## src/rtl/output_drain_scheduler.sv

```systemverilog
// Round-robin drain of NUM_BUFFERS output buffers into one shared quantizer.
// Each popped entry lands in a single registered valid/ready slot, and done
// pulses once the expected number of results has been handed off.
//
//   state  | meaning
//   -------+--------------------------------------------------------------
//   IDLE   | waiting for start; buffers are never consumed here
//   DRAIN  | granting one buffer head per cycle into the output slot
//   FLUSH  | target reached; waiting for the slot to empty and buffers idle
//   DONE   | one-cycle completion pulse, then back to IDLE
module output_drain_scheduler #(
  parameter int NUM_BUFFERS = 4,
  parameter int MAX_N       = 512,
  parameter int N_BITS      = $clog2(MAX_N),
  parameter int CNT_BITS    = $clog2(MAX_N * MAX_N + 1)
) (
  input  logic                                clk,
  input  logic                                reset,
  input  logic                                start,
  input  logic [CNT_BITS-1:0]                 expected_count,
  input  logic [NUM_BUFFERS-1:0]              buf_valid,
  input  logic [NUM_BUFFERS-1:0][31:0]        buf_output,
  input  logic [NUM_BUFFERS-1:0][N_BITS-1:0]  buf_row,
  input  logic [NUM_BUFFERS-1:0][N_BITS-1:0]  buf_col,
  input  logic [NUM_BUFFERS-1:0]              buf_idle,
  output logic [NUM_BUFFERS-1:0]              buf_consume,
  output logic                                q_valid,
  output logic [31:0]                         q_output,
  output logic [N_BITS-1:0]                   q_row,
  output logic [N_BITS-1:0]                   q_col,
  input  logic                                q_ready,
  output logic                                busy,
  output logic                                done,
  output logic [CNT_BITS-1:0]                 drained_count
);

  localparam int PTR_BITS = (NUM_BUFFERS > 1) ? $clog2(NUM_BUFFERS) : 1;

  typedef enum logic [1:0] {
    S_IDLE  = 2'd0,
    S_DRAIN = 2'd1,
    S_FLUSH = 2'd2,
    S_DONE  = 2'd3
  } state_t;

  state_t state_q, state_d;

  logic [PTR_BITS-1:0] rr_ptr_q, rr_ptr_d;
  logic [CNT_BITS-1:0] target_q, target_d;
  logic [CNT_BITS-1:0] cnt_q, cnt_d;
  logic [CNT_BITS-1:0] cnt_inc;
  logic                q_valid_q, q_valid_d;
  logic [31:0]         q_output_q, q_output_d;
  logic [N_BITS-1:0]   q_row_q, q_row_d;
  logic [N_BITS-1:0]   q_col_q, q_col_d;

  logic                slot_free;
  logic                grant_any;
  logic                grant;
  logic [PTR_BITS-1:0] grant_idx;
  logic [PTR_BITS-1:0] scan_idx;

  assign slot_free = !q_valid_q || q_ready;
  assign cnt_inc   = cnt_q + CNT_BITS'(1);

  // Round-robin search: scan downward so the closest index to rr_ptr wins.
  always_comb begin
    grant_any = 1'b0;
    grant_idx = '0;
    scan_idx  = '0;
    for (int k = NUM_BUFFERS - 1; k >= 0; k--) begin
      scan_idx = PTR_BITS'((int'(rr_ptr_q) + k) % NUM_BUFFERS);
      if (buf_valid[scan_idx]) begin
        grant_any = 1'b1;
        grant_idx = scan_idx;
      end
    end
  end

  // Reset gates the grant so an aborted tile never pops another entry.
  assign grant = (state_q == S_DRAIN) && slot_free && grant_any && !reset;

  // Datapath next-state: output slot, round-robin pointer, tile counters.
  always_comb begin
    q_valid_d  = q_valid_q;
    q_output_d = q_output_q;
    q_row_d    = q_row_q;
    q_col_d    = q_col_q;
    rr_ptr_d   = rr_ptr_q;
    target_d   = target_q;
    cnt_d      = cnt_q;
    case (state_q)
      S_IDLE: begin
        if (start) begin
          target_d = expected_count;
          cnt_d    = '0;
        end
      end
      S_DRAIN: begin
        if (grant) begin
          q_valid_d  = 1'b1;
          q_output_d = buf_output[grant_idx];
          q_row_d    = buf_row[grant_idx];
          q_col_d    = buf_col[grant_idx];
          rr_ptr_d   = (grant_idx == PTR_BITS'(NUM_BUFFERS - 1)) ? '0
                                                                 : grant_idx + PTR_BITS'(1);
          cnt_d      = cnt_inc;
        end else if (q_valid_q && q_ready) begin
          q_valid_d = 1'b0;
        end
      end
      S_FLUSH: begin
        if (q_valid_q && q_ready) begin
          q_valid_d = 1'b0;
        end
      end
      default: ;
    endcase
  end

  // Datapath registers with synchronous reset.
  always_ff @(posedge clk) begin
    if (reset) begin
      q_valid_q  <= 1'b0;
      q_output_q <= '0;
      q_row_q    <= '0;
      q_col_q    <= '0;
      rr_ptr_q   <= '0;
      target_q   <= '0;
      cnt_q      <= '0;
    end else begin
      q_valid_q  <= q_valid_d;
      q_output_q <= q_output_d;
      q_row_q    <= q_row_d;
      q_col_q    <= q_col_d;
      rr_ptr_q   <= rr_ptr_d;
      target_q   <= target_d;
      cnt_q      <= cnt_d;
    end
  end

  // FSM state register.
  always_ff @(posedge clk) begin
    if (reset) begin
      state_q <= S_IDLE;
    end else begin
      state_q <= state_d;
    end
  end

  // FSM next-state; FLUSH leaves as soon as the slot will be empty next cycle.
  always_comb begin
    state_d = state_q;
    case (state_q)
      S_IDLE: begin
        if (start) begin
          state_d = (expected_count == '0) ? S_DONE : S_DRAIN;
        end
      end
      S_DRAIN: begin
        if (grant && (cnt_inc == target_q)) begin
          state_d = S_FLUSH;
        end
      end
      S_FLUSH: begin
        if (!q_valid_d && (&buf_idle)) begin
          state_d = S_DONE;
        end
      end
      S_DONE:  state_d = S_IDLE;
      default: state_d = S_IDLE;
    endcase
  end

  // FSM outputs: one-hot pop strobe plus status.
  always_comb begin
    buf_consume = '0;
    if (grant) begin
      buf_consume[grant_idx] = 1'b1;
    end
    busy = (state_q != S_IDLE);
    done = (state_q == S_DONE);
  end

  assign q_valid       = q_valid_q;
  assign q_output      = q_output_q;
  assign q_row         = q_row_q;
  assign q_col         = q_col_q;
  assign drained_count = cnt_q;

endmodule

```

## config.mk

```make
export PLATFORM = sky130hd
export DESIGN_NAME = output_drain_scheduler
export DESIGN_NICKNAME = d
export VERILOG_FILES = /design/src/rtl/output_drain_scheduler.sv
export SDC_FILE = /design/constraint.sdc
export NUM_CORES = 1
export LEC_CHECK = 0
export ABC_AREA = 1
export BUFFER_PORTS_ARGS = -buffer_cell sky130_fd_sc_hd__buf_2
export CAP_MARGIN = 5
export CORE_MARGIN = 2
export CORE_UTILIZATION = 47
export CTS_CLUSTER_SIZE = 20
export DETAILED_ROUTE_END_ITERATION = 12
export GPL_ROUTABILITY_DRIVEN = 0
export PLACE_DENSITY_LB_ADDON = 0.3
export SYNTH_ARGS = -nofsm -noshare
export SYNTH_HDL_FRONTEND = slang
export SYNTH_SLANG_ARGS = --single-unit
```

## constraint.sdc

```tcl
create_clock -name clk -period 3 [get_ports clk]
set_input_delay 0.6 -clock clk [delete_from_list [all_inputs] [get_ports clk]]
set_output_delay 0.6 -clock clk [all_outputs]
set_load 0.005 [all_outputs]
```

==> reports/qor.yml, run 1 <==
rsz0062_at_grt: "false"
clock_latency_ns: 0.35
dp_hpwl_um: 15600
crit_end: "buf_consume[0]"
io_pins: 307
drt-initial-drc-count: 537
fill_cells: 1310
reg2reg_slack_ns: 0.64
leakagePower_nw: 4.21
clockBufferDepth: 2
vias: 7712
synth_nets: 1293
fin_crit_sh: 0.920
layout_common_cells: "nor2_1, buf_2, nand2_1"
reg2reg_depth: 14
synth_edf_count: 0
yosysSeqAreaShare: 0.296
grt_pass1_vias: 6961
grt-busiest-layer: "met2"
final_nets: 1557
stdcell_area_um2: 8140
synth-seq-cells: 93
setup_viol: 0
drive_above_1_share: 0.262
finalSetupTns_ns: 0
grt_start_max_net_pins: 102
wl_per_cell_um: 13.6
grt_util_met2: 0.463
worstSetupStartpointType: "flop"
cts_sinks: 93
period_needed_ns: 2.76
wl_um: 20400
r2r-end: "state_q[0]$_SDFFE_PP0P_"
fin_total_pwr_mw: 6.64
synth.cell_area_um2: 6300
yosys_most_used_dff: "dfxtp_1"
end_kind: "primary output"
dieArea_um2: 14300
hold_path.class: "flop to flop"
die_y_um: 120
multi_input_area_um2: 3710
cp.required_ns: 2.40
track_usage: 0.280
arrival_ns: 2.16
groute.layer.met1.usage: 0.344
root_buffer: "clkbuf_16"
yosysUniqueCellTypes: 37
area_growth_syn_to_layout_pct: 29.2
max_freq_mhz: 362
powerDensity_nw_per_um2: 816
grt_use_met3: 0.0528
seq_area_um2: 1860
crit_fanout: 9
synth_top_family_by_area: "simple AND/OR/NAND/NOR gates"
die_x_um: 120
synthAdderAreaFrac: 0.0179
antenna_left: 0
coreArea_um2: 13200
antenna_found_initial: 2
synthCells: 1053
clkTransAtPathRegs_ns: 0.06
peakVddDrop_mv: 0.507
rows: 42
avgViaCountPerCell: 5.14
finalHoldViolCount: 0
skew_ns: 0.00929
cts_setup_buffers: 0
async_flop_share: 0
port_buffers: 306
synth-simple-area-share: 0.343
synthMuxAreaShare: 0
status: "complete, no violations"
drc_errors: 0
htree_levels: 3
first_pass_iters: 7
crit_start: "rr_ptr_q[0]$_SDFFE_PP0P_"
cap_violations: 0
place_area_um2: 7860
dp_cells: 1482
cts_tree: "done"
synth_compound_area_frac: 0.224
worstSetupPathType: "flop to primary output"
tightestPinTransition_ns: 0.917
drv_slew: 0
relSlewSlack: 0.386
synth-xor-area-share: 0.00278
reg2reg_from: "drained_count[0]$_SDFFE_PP0P_"
start_util: 0.478
grt_pass1_wl_um: 32600
globalRouteOverflowTotal: 0
yosysWarnings: 0
avgSynthCellArea_um2: 5.98
cts_buffers: 9
fin_cells: 1500
how the worst min path moves through the flow:
stage | start | end | cells after the start
after floorplan | target_q[2]$_SDFFE_PP0P_ | target_q[2]$_SDFFE_PP0P_ | 2
after global placement | target_q[9]$_SDFFE_PP0P_ | target_q[9]$_SDFFE_PP0P_ | 2
after detailed placement | target_q[9]$_SDFFE_PP0P_ | target_q[9]$_SDFFE_PP0P_ | 2
after CTS | target_q[9]$_SDFFE_PP0P_ | target_q[9]$_SDFFE_PP0P_ | 2
after global routing | target_q[13]$_SDFFE_PP0P_ | target_q[13]$_SDFFE_PP0P_ | 2
final | target_q[9]$_SDFFE_PP0P_ | target_q[9]$_SDFFE_PP0P_ | 2
cell type report:
class,count,share of cell area
multi-input cells,792,0.456
clock inverters,5,0.00461
flip-flops and latches,93,0.229
repair buffers,316,0.205
diodes,2,0.000615
clock buffers,11,0.0286
inverters,105,0.0487
well taps,176,0.0271
cells in the mapped netlist, types with 5 or more instances:
cell	number	share of area
dfxtp_1	93	0.30
nand4_1	7	0.0070
clkbuf_1	21	0.013
buf_6	5	0.0089
buf_2	28	0.022
ha_1	9	0.018
nor2_1	307	0.18
a31oi_1	12	0.012
buf_4	9	0.011
inv_1	102	0.061
a21oi_1	25	0.020
nand3_1	33	0.026
o21ai_0	77	0.061
nand2_1	176	0.10
a211oi_1	17	0.020
o21ai_1	51	0.041
o211ai_1	50	0.060
critical path: stages (launching register included):
cell and delay [ns]:
dfxtp_2 0.44, inv_4 0.08, nand2_1 0.06, nand2_1 0.08, nand2_1 0.12, nand2_1 0.14, o21ai_1 0.24, nand2_4 0.10
inv_2 0.10, ha_1 0.15, inv_1 0.04, nor2_1 0.11, buf_2 0.14
state kept, by name, summed over array words and instances, names as in the netlist:
register and flops:
state_q 2, q_valid 1, drained_count 19, rr_ptr_q 2, q_output 32, target_q 19, q_col 9, q_row 9
cells by family after synthesis:
kind of cell,Yosys count
simple gates,543
xor+xnor,2
flops,93
fa+ha+maj,9
compound gates,238
buf+inv,168
through the flow:
stage           util  worst slack [ns]  hold WS [ns]
6_report       0.617             0.241         0.473
5_1_grt        0.617            0.0141         0.495
4_1_cts        0.616             0.115         0.476
3_5_place_dp   0.596             0.392         0.467
3_3_place_gp   0.596             0.399         0.459
2_1_floorplan      -             0.548         0.444
layer usage:
layer	up-vias	wire (um)	share of wire
met5	-	0	0
met4	0	963	0.047
met3	57	1370	0.067
met2	286	9830	0.48
met1	3426	8200	0.40
li1	3943	-	-
repair_timing:
item	4_1_cts	5_1_grt
resized for setup	0	2
hold buffers	0	0
endpoints found under the setup margin	0	4
report_power, final:
group	internal [mW]	leakage (nW)	switching (mW)	total, mW
Combinational	1.36	3.32	2.44	3.81
Clock	0.564	0.126	0.497	1.06
Sequential	1.56	0.763	0.218	1.78
Total	3.49	4.21	3.16	6.64
Note: power is estimated with default switching activity, not from simulation.
==> run 2, diff against run 1 <==
--- a/config.mk
+++ b/config.mk
@@ -8,8 +8,10 @@
 export ABC_AREA = 1
 export BUFFER_PORTS_ARGS = -buffer_cell sky130_fd_sc_hd__buf_2
 export CAP_MARGIN = 5
+export CELL_PAD_IN_SITES_DETAIL_PLACEMENT = 1
+export CELL_PAD_IN_SITES_GLOBAL_PLACEMENT = 2
 export CORE_MARGIN = 2
-export CORE_UTILIZATION = 47
+export CORE_UTILIZATION = 22
 export CTS_CLUSTER_SIZE = 20
 export DETAILED_ROUTE_END_ITERATION = 12
 export GPL_ROUTABILITY_DRIVEN = 0
==> run 2 against run 1 <==
Net effect:
- fmax grew 0.17%
- clock-buffer cell count is the same
- highest routed layer is now met5
- largest cell class unchanged
- sequential share of layout area shrank 0.90 points
- critical path type unchanged
==> reports/qor.yml, run 2 (synthesized netlist as in run 1, its figures left out) <==
relSlewSlack: 0.336
avgViaCountPerCell: 4.49
grt_start_max_net_pins: 99
cpPeakStageDelay_ns: 0.38
setup_viol: 0
die_y_um: 173
period_needed_ns: 2.75
peakVddDrop_mv: 0.404
grt_pass1_wl_um: 41500
grt_use_met3: 0.0524
crit_top_cell: "nand2_1"
skew_ns: 0.0137
globalRouteOverflowTotal: 0
final_common_cell: "nor2_1"
root_buffer: "clkbuf_16"
antenna_left: 0
worstSetupPathType: "flop to primary output"
max_freq_mhz: 363
rows: 61
crit_fanout: 9
seq_area_um2: 1870
path_buf_inv: 4
worst_path_max_delay_cell: "dfxtp_4"
first_pass_iters: 4
dieArea_um2: 30000
layout_common_cells: "nor2_1, buf_2, nand2_1"
start_util: 0.225
grt-busiest-layer: "met2"
cts_sinks: 93
clock_latency_ns: 0.36
vias: 7681
track_usage: 0.172
grt_pass1_vias: 7711
powerDensity_nw_per_um2: 834
final_nets: 1564
wl_per_cell_um: 15.7
fin_total_pwr_mw: 7.08
crit_chain: "inv_4 -> nand2_1 -> nand2_1 -> nand2_1 -> nand2_2 -> a21oi_1 -> a21oi_1 -> o21ai_4 -> inv_1 -> ha_1 -> inv_1 -> nor2_1 -> buf_2"
drc_errors: 0
antenna_found_initial: 5
grt_util_met2: 0.309
coreArea_um2: 28000
hold-worst-slack_ns: 0.472
fin_crit_sh: 0.918
crit_family: "simple AND/OR/NAND/NOR gates"
htree_levels: 3
drive_above_1_share: 0.268
cts_tree: "done"
finalSetupTns_ns: 0
groute.layer.met1.usage: 0.200
wl_um: 26800
drt-initial-drc-count: 278
leakagePower_nw: 4.27
port_buffers: 306
clkTransAtPathRegs_ns: 0.07
largest_reg_flops: 32
worstSetupStartpointType: "flop"
finalHoldViolCount: 0
tightestPinTransition_ns: 0.992
drv_slew: 0
arrival_ns: 2.15
clockBufferDepth: 2
hold_path.class: "flop to flop"
area_growth_syn_to_layout_pct: 34.7
cts_buffers: 9
fill_cells: 3789
die_x_um: 173
rsz0062_at_grt: "false"
end_kind: "primary output"
multi_input_area_um2: 3710
holdBufCountCts: 0
status: "complete, no violations"
dp_hpwl_um: 20700
io_pins: 307
cp.required_ns: 2.40
cap_violations: 0
## run 2: where the power goes
group	switching [mW]	internal [mW]	total, mW
clock network	0.561	0.703	1.26
logic	2.60	1.44	4.03
registers	0.226	1.56	1.78
total	3.38	3.70	7.08
## run 2: metrics by stage
stage | utilization | worst slack [ns] | instances | area (um2)
finish | 0.303 | 0.245 | 1711 | 8490
global route | 0.303 | 0.0336 | 1710 | 8480
CTS | 0.301 | 0.0605 | 1703 | 8440
detailed placement | 0.290 | 0.221 | 1687 | 8120
global placement | 0.290 | 0.242 | 1687 | 8120
floorplan | - | 0.548 | 1053 | 6300
## run 2: path summary, 6_finish.rpt
kind / from / end / slack, ns / depth (start not counted)
max: rr_ptr_q[0]$_SDFFE_PP0P_ / buf_consume[3] / 0.25 / 13
min: target_q[11]$_SDFFE_PP0P_ / target_q[11]$_SDFFE_PP0P_ / 0.47 / 2
max reg2reg: drained_count[0]$_SDFFE_PP0P_ / state_q[1]$_SDFFE_PP0P_ / 0.58 / 14
min reg2reg: target_q[11]$_SDFFE_PP0P_ / target_q[11]$_SDFFE_PP0P_ / 0.47 / 2
## run 2: what timing repair did
item	CTS	global route
gates resized for setup	1	2
pin swaps	0	1
setup buffers	0	4
setup endpoints to repair	2	3
## run 2: routing by layer
metal	part of all wire	wire [um]
met5	0.00049	13
met4	0.013	351
met3	0.063	1680
met2	0.50	13500
met1	0.42	11300
## run 2: cell type report
class / count / area share
Clock buffer: 11 / 0.0298
Inverter: 105 / 0.0470
Timing Repair Buffer: 323 / 0.201
Antenna cell: 4 / 0.00118
Clock inverter: 5 / 0.00767
Tap cell: 378 / 0.0557
Sequential cell: 93 / 0.220
Multi-Input combinational cell: 792 / 0.437
## run 2: worst register-to-register path, delay by kind of cell (launching register included)
kind | cells | cell delay (ns)
flops | 1 | 0.45
simple gates | 13 | 1.63
fa+ha+maj | 1 | 0.23
==> run 3, diff against run 2 <==
--- a/config.mk
+++ b/config.mk
@@ -15,7 +15,7 @@
 export CTS_CLUSTER_SIZE = 20
 export DETAILED_ROUTE_END_ITERATION = 12
 export GPL_ROUTABILITY_DRIVEN = 0
-export PLACE_DENSITY_LB_ADDON = 0.3
+export PLACE_DENSITY_LB_ADDON = 0.08
 export SYNTH_ARGS = -nofsm -noshare
 export SYNTH_HDL_FRONTEND = slang
 export SYNTH_SLANG_ARGS = --single-unit
==> run 3 against run 2 <==
Net effect:
- routed wire length rose by 2.3%
- die area did not move
- first-iteration DRC count fell by 1.1%
- combinational power fell by 1%
- fmax fell by 0.59%
- sequential share of layout area rose by 0.11 points
- utilization fell by 0.17 points
- sequential power barely moved
- register-to-register slack barely moved
- global-route usage rose by 0.58 points
- non-clock buffer count fell by 5
- highest routed layer unchanged
==> reports/qor.yml, run 3 (synthesized netlist as in run 1, its figures left out) <==
io_pins: 307
grt_pass1_wl_um: 42300
peakVddDrop_mv: 0.652
hold_path.class: "flop to flop"
worstSetupStartpointType: "flop"
start_util: 0.225
r2r-end: "q_col[8]$_SDFFE_PP0P_"
leakagePower_nw: 4.25
track_usage: 0.178
relSlewSlack: 0.311
period_needed_ns: 2.77
setup_viol: 0
reg2reg_slack_ns: 0.57
drive_above_1_share: 0.265
clock_latency_ns: 0.35
first_pass_iters: 4
fin_crit_sh: 0.924
wl_um: 27400
whs_endpoint: "target_q[18]$_SDFFE_PP0P_"
antenna_left: 0
final_nets: 1559
root_buffer: "clkbuf_16"
stdcell_area_um2: 8440
wl_per_cell_um: 16.1
layout_common_cells: "nor2_1, buf_2, nand2_1"
dp_hpwl_um: 20900
largest_reg_flops: 32
reg2reg_from: "rr_ptr_q[0]$_SDFFE_PP0P_"
rsz0062_at_grt: "false"
drc_errors: 0
coreArea_um2: 28000
die_y_um: 173
max_freq_mhz: 361
reg2reg_depth: 15
globalRouteOverflowTotal: 0
powerDensity_nw_per_um2: 832
arrival_ns: 2.17
min_path_cells: 2
clockBufferDepth: 2
min_from: "target_q[18]$_SDFFE_PP0P_"
clkTransAtPathRegs_ns: 0.07
cts_sinks: 93
finalSetupTns_ns: 0
crit_fanout: 8
port_buffers: 306
skew_ns: 0.0149
drt-initial-drc-count: 275
cap_violations: 0
status: "complete, no violations"
avgViaCountPerCell: 4.46
tightestPinTransition_ns: 1.03
vias: 7610
rows: 61
dieArea_um2: 30000
worstSetupPathType: "flop to primary output"
final_common_cell: "nor2_1"
finalHoldViolCount: 0
grt_pass1_vias: 7637
drv_slew: 0
cp.required_ns: 2.40
antenna_found_initial: 10
cts_tree: "done"
grt_start_max_net_pins: 103
cts_buffers: 9
area_growth_syn_to_layout_pct: 34.0
htree_levels: 3
die_x_um: 173
place_area_um2: 8090
end_kind: "primary output"
==> run 3: metal layers <==
metal  global-route usage  share of wire  vias up
li1                     -              -     3943
met1                0.200           0.41     3464
met2                0.321           0.50      162
met3               0.0594          0.067       31
met4               0.0491          0.016       10
met5                    0         0.0022        -
==> run 3: cell type report <==
type,instances,area (um2)
tap,378,473
fill,3763,19600
clock inverter,4,52.6
inverter,105,399
antenna,4,10.0
timing repair buffer,318,1660
clock buffer,12,267
multi-input combinational,792,3710
sequential,93,1870
==> run 3: metrics by stage <==
| step | util | power, mW | worst slack (ns) | instances | hold slack [ns] |
|---|---|---|---|---|---|
| finish | 0.301 | 7.02 | 0.229 | 1706 | 0.475 |
| detailed placement | 0.289 | 5.89 | 0.284 | 1684 | 0.472 |
| global placement | 0.289 | 5.85 | 0.324 | 1684 | 0.463 |
| CTS | 0.300 | 7.20 | 0.128 | 1700 | 0.481 |
| global route | 0.301 | 7.78 | 0.0115 | 1704 | 0.511 |
| floorplan | - | 4.68 | 0.548 | 1053 | 0.444 |
==> run 3: critical path, stage by stage, from the launching register on <==
cell and delay (ns):
dfxtp_4 0.41, inv_4 0.07, nand2_1 0.06, nand2_1 0.08
nand2_1 0.13, nand2_1 0.13, o21ai_1 0.24, nand2_4 0.11
clkinv_2 0.13, ha_1 0.17, inv_1 0.04, nor2_1 0.10
buf_2 0.13
==> run 3: how the worst max path moves through the flow <==
stage	start	end	slack [ns]	cells past startpoint
global route	rr_ptr_q[0]$_SDFFE_PP0P_	buf_consume[2]	0.01	13
floorplan	buf_valid[1]	buf_consume[3]	0.55	12
global placement	buf_valid[1]	q_col[8]$_SDFFE_PP0P_	0.32	15
detailed placement	buf_valid[1]	q_col[8]$_SDFFE_PP0P_	0.28	13
finish	rr_ptr_q[0]$_SDFFE_PP0P_	buf_consume[2]	0.23	12
CTS	rr_ptr_q[0]$_SDFFE_PP0P_	buf_consume[2]	0.13	12
==> run 3: power breakdown <==
| group | total [mW] | leakage [nW] | internal (mW) | switching [mW] |
|---|---|---|---|---|
| combinational | 3.98 | 3.32 | 1.38 | 2.60 |
| clock | 1.26 | 0.160 | 0.721 | 0.538 |
| sequential | 1.78 | 0.763 | 1.56 | 0.227 |
| total | 7.02 | 4.25 | 3.66 | 3.36 |
==> run 3: what timing repair did <==
item,CTS,global route
setup endpoints to repair,2,3
gates resized for setup,1,2
hold buffers,0,0
setup buffers,0,2
